===== config.mk =====
export PLATFORM = sky130hd
export DESIGN_NAME = in_port_fifo
export DESIGN_NICKNAME = d
export VERILOG_FILES = /design/src/rtl/in_port_fifo.sv
export SDC_FILE = /design/constraint.sdc
export NUM_CORES = 1
export LEC_CHECK = 0
export BUFFER_PORTS_ARGS = -buffer_cell sky130_fd_sc_hd__buf_2
export CAP_MARGIN = 5
export CELL_PAD_IN_SITES_DETAIL_PLACEMENT = 2
export CELL_PAD_IN_SITES_GLOBAL_PLACEMENT = 2
export CORE_UTILIZATION = 37
export DETAILED_ROUTE_END_ITERATION = 10
export PLACE_DENSITY_LB_ADDON = 0.25
export SLEW_MARGIN = 20
export SYNTH_ARGS = -nofsm -noshare
export SYNTH_HDL_FRONTEND = slang
export SYNTH_SLANG_ARGS = --single-unit

===== constraint.sdc =====
create_clock -name clock -period 2.3 [get_ports clock]
set_input_delay 0.115 -clock clock [delete_from_list [all_inputs] [get_ports clock]]
set_output_delay 0.115 -clock clock [all_outputs]
set_load 0.05 [all_outputs]

===== src/rtl/in_port_fifo.sv =====
// in_port_fifo: input-port reader for the 4-bit CPU.
// A device pushes nibbles through a valid/ready handshake into a small circular
// FIFO. The CPU IN path pops them in order with first-word fall-through.
// Count and a sticky overflow flag are exposed for polling.
module in_port_fifo #(
   parameter int unsigned WIDTH = 4,
   parameter int unsigned DEPTH = 4,   // power of two, at least 2
   parameter int unsigned AW    = 2    // log2(DEPTH)
) (
   input  logic             clock,
   input  logic             reset,
   input  logic             ext_valid,
   input  logic [WIDTH-1:0] ext_data,
   output logic             ext_ready,
   input  logic             rd_en,
   output logic [WIDTH-1:0] rd_data,
   output logic             rd_valid,
   output logic [AW:0]      count,
   output logic             ovf,
   input  logic             ovf_clr
);

   localparam logic [AW:0] FULL_COUNT = (AW+1)'(DEPTH);

   logic [WIDTH-1:0] mem [DEPTH];
   logic [AW-1:0]    wptr;
   logic [AW-1:0]    rptr;
   logic             full;
   logic             empty;
   logic             wr_fire;
   logic             rd_fire;

   // Status and handshake terms, all decoded from registered state.
   always_comb begin
      full      = (count == FULL_COUNT);
      empty     = (count == '0);
      ext_ready = !full && !reset;
      rd_valid  = !empty;
      rd_data   = rd_valid ? mem[rptr] : '0;
      wr_fire   = ext_valid && ext_ready;
      rd_fire   = rd_en && rd_valid && !reset;
   end

   // Storage array; not reset, written only on an accepted handshake.
   always_ff @(posedge clock) begin
      if (wr_fire) begin
         mem[wptr] <= ext_data;
      end
   end

   // Write and read pointers wrap naturally at DEPTH.
   always_ff @(posedge clock) begin
      if (reset) begin
         wptr <= '0;
         rptr <= '0;
      end else begin
         if (wr_fire) begin
            wptr <= wptr + AW'(1);
         end
         if (rd_fire) begin
            rptr <= rptr + AW'(1);
         end
      end
   end

   // Occupancy: moves only when exactly one of write/read fires.
   always_ff @(posedge clock) begin
      if (reset) begin
         count <= '0;
      end else begin
         case ({wr_fire, rd_fire})
            2'b10:   count <= count + (AW+1)'(1);
            2'b01:   count <= count - (AW+1)'(1);
            default: count <= count;
         endcase
      end
   end

   // Sticky overflow: a strobe while full sets it, and set beats clear.
   always_ff @(posedge clock) begin
      if (reset) begin
         ovf <= 1'b0;
      end else if (ext_valid && full) begin
         ovf <= 1'b1;
      end else if (ovf_clr) begin
         ovf <= 1'b0;
      end
   end

endmodule


==> impl_metrics.tcl <==
set metrics [dict create \
    critical_path_required_ps 2560 \
    hp-start "ext_valid" \
    synth_area_per_cell_sq_um 14.0 \
    synth_edf_count 16 \
    failed_checks "DRC" \
    globalRouteOverflowTotal 0 \
    clk_pin_slew_worst_paths_ps 140 \
    worstPathArrival_ps 2470 \
    ys.flop_type "edfxtp_1" \
    track_usage_pct 15.9 \
    ant_nets 0 \
    dp_hpwl_um 1720 \
    holdWs_ps 30.8 \
    min_period_ps 2210 \
    cap_violations 0 \
    core-area_sq_um 2830 \
    leakagePower_uw 0.000535 \
    cp_max_fo 7 \
    wl_per_cell_um 17.2 \
    crit_path_end_kind "flop" \
    p_total_uw 1120 \
    die-area_sq_um 3280 \
    final_nets 124 \
    area_delta_synth_final_pct 21.2 \
    routabilityCongestion 0.665 \
    placed_cells 130 \
    setup_violations 0 \
    maxSlewViolCount 0 \
    fin_area_sq_um 1370 \
    path_class "flop to flop" \
    powerDensity_nw_per_um2 819 \
    ir_worst_vdd_v 0.000339 \
    ys_seq_area_share_pct 60.2 \
    num_vias 719 \
    placed_area_sq_um 1260 \
    hold_path_class "input port to flop" \
    crit_path_top_delay_cell "dfxtp_1" \
    synthArstFlopShare_pct 0 \
    ys_types 22 \
    r2r-start "count[1]" \
    clock_latency_ps 330 \
    yosysMostFrequentCell "edfxtp_1" \
    fmax_ghz 0.453 \
    synthTopCellsByArea "edfxtp_1 42%, dfxtp_1 18%, mux4_2 8.0%" \
    numPortBuffers 18 \
    synth_warnings 0 \
    grt_pass1_vias 775 \
    h-tree-depth 1 \
    antennaDiodeCount 0 \
    cts-root-buf "clkbuf_4" \
    relSlewSlack_pct 68.7 \
    drt-initial-drc-count 6 \
    die_h_um 57.3 \
    antenna_found_initial 0 \
    critPathMaxStageDelay_ps 420 \
    stdcell_count 139 \
    post-place-ws_ps 111 \
    drt-total-wl_um 2400 \
    io_pins 19 \
    yosys.area.top_type "edfxtp_1" \
    worstSetupStartpointType "flop" \
    dieWidth_um 57.3 \
    dr.pass1.iters 7 \
    cts_max_path_buffers 2 \
    status "finished with violations" \
    tightestPinTransition_ps 468 \
    placementRows 19 \
    drive_gt1_share_pct 34.3 \
    worstPathCellList "nor3b_4 -> nor3b_4 -> inv_1 -> ha_1 -> inv_1 -> fa_1 -> xor2_1 -> or3_1 -> a21oi_1" \
    cts_made_buffers 3 \
    start_util_pct 40.0 \
    netlist_instances 81 \
    vias_per_cell 5.17 \
    setup_ws_ps 91.3 \
    netlist_area_sq_um 1130 \
    cts_tree "yes" \
    synth_top_cell_area_share_pct 42.5 \
    synth_nets 96 \
    skew_ps 4.11 \
    cts.sinks 26 \
    drc_errors 1 \
    synth-seq-cells 26 \
    grt_first_pass_wirelength_um 3710 \
    cp-startpoint "count[1]" \
    finalHoldViolations 0 \
    finalCritPeriodShare_pct 96.0 \
    grt_max_degree 16 \
    yosys-top-cells-count "16 x edfxtp_1, 10 x dfxtp_1, 9 x nor2_1, 7 x inv_1" \
]
where the power goes:
group,total [uW],switching [uW],internal [uW]
sequential,547,25.0,522
combinational,254,167,86.8
clock,321,145,176
repair_timing:
| item | in CTS | in global routing |
|---|---|---|
| hold buffers | 4 | 0 |
| hold endpoints to repair | 16 | 0 |
| buffers inserted | 0 | 1 |
| gates resized for setup | 0 | 1 |
| endpoints found under the setup margin | 0 | 1 |
through the flow:
step                      utilization, %  setup TNS, ps
after floorplan                        -              0
after global placement              44.7              0
after detailed placement            44.7              0
after CTS                           48.0              0
after global routing                48.5          -19.8
final                               48.5              0
kinds of logic after synthesis:
group / share of synthesized area, %
flops: 60.2
simple gates: 14.0
buf+inv: 2.65
compound gates: 3.32
mux: 10.2
fa+ha+maj: 7.30
xor+xnor: 2.32
layout by cell type, fill, tap and decap left out, drive strengths merged, types with 2 or more instances in the layout:
cell type    instances
and2                 4
nor3b                2
dlygate4sd3          4
dfxtp               10
a21oi                4
o21ai                2
nor2                 9
xor2                 3
clkbuf               3
edfxtp              16
inv                  7
buf                 20
or3                  2
ha                   5
mux4                 4
nor2b                5
area by class of cell:
class                      instances  area, sq um
timing repair buffer              24          145
multi-input combinational         47          427
clock inverter                     1         30.0
tap                               31         38.8
clock buffer                       3         22.5
fill                             277         1460
sequential                        26          682
inverter                           7         26.3
sequential cells by signal (all words and copies together), names as in the netlist, named ones only:
signal  count
mem        16
count       3
rptr        2
wptr        2
ovf         1
path summary, 6_finish.rpt:
check / depth (start not counted) / to / slack, ps
worst max-delay path: 9 / count[2] / 90
worst min-delay path: 3 / ovf / 30
worst max register to register: 9 / count[2] / 90
worst min register to register: 2 / flop / 500
worst max-delay path, delay by kind of cell (launching register included):
| kind | cells | cell delay [ps] |
|---|---|---|
| buffers and inverters | 2 | 140 |
| adder cells (fa/ha/maj) | 2 | 570 |
| flip-flops | 1 | 420 |
| AO/OA/AOI/OAI | 1 | 170 |
| AND/OR/NAND/NOR | 3 | 680 |
| XOR/XNOR | 1 | 160 |
routing by layer:
metal	vias up	track usage, %	routed length (um)
li1	334	-	-
met1	359	19.1	990
met2	19	28.2	1270
met3	7	2.04	68
met4	0	7.32	69
met5	-	0	0
(Power assumes the default switching activity.)
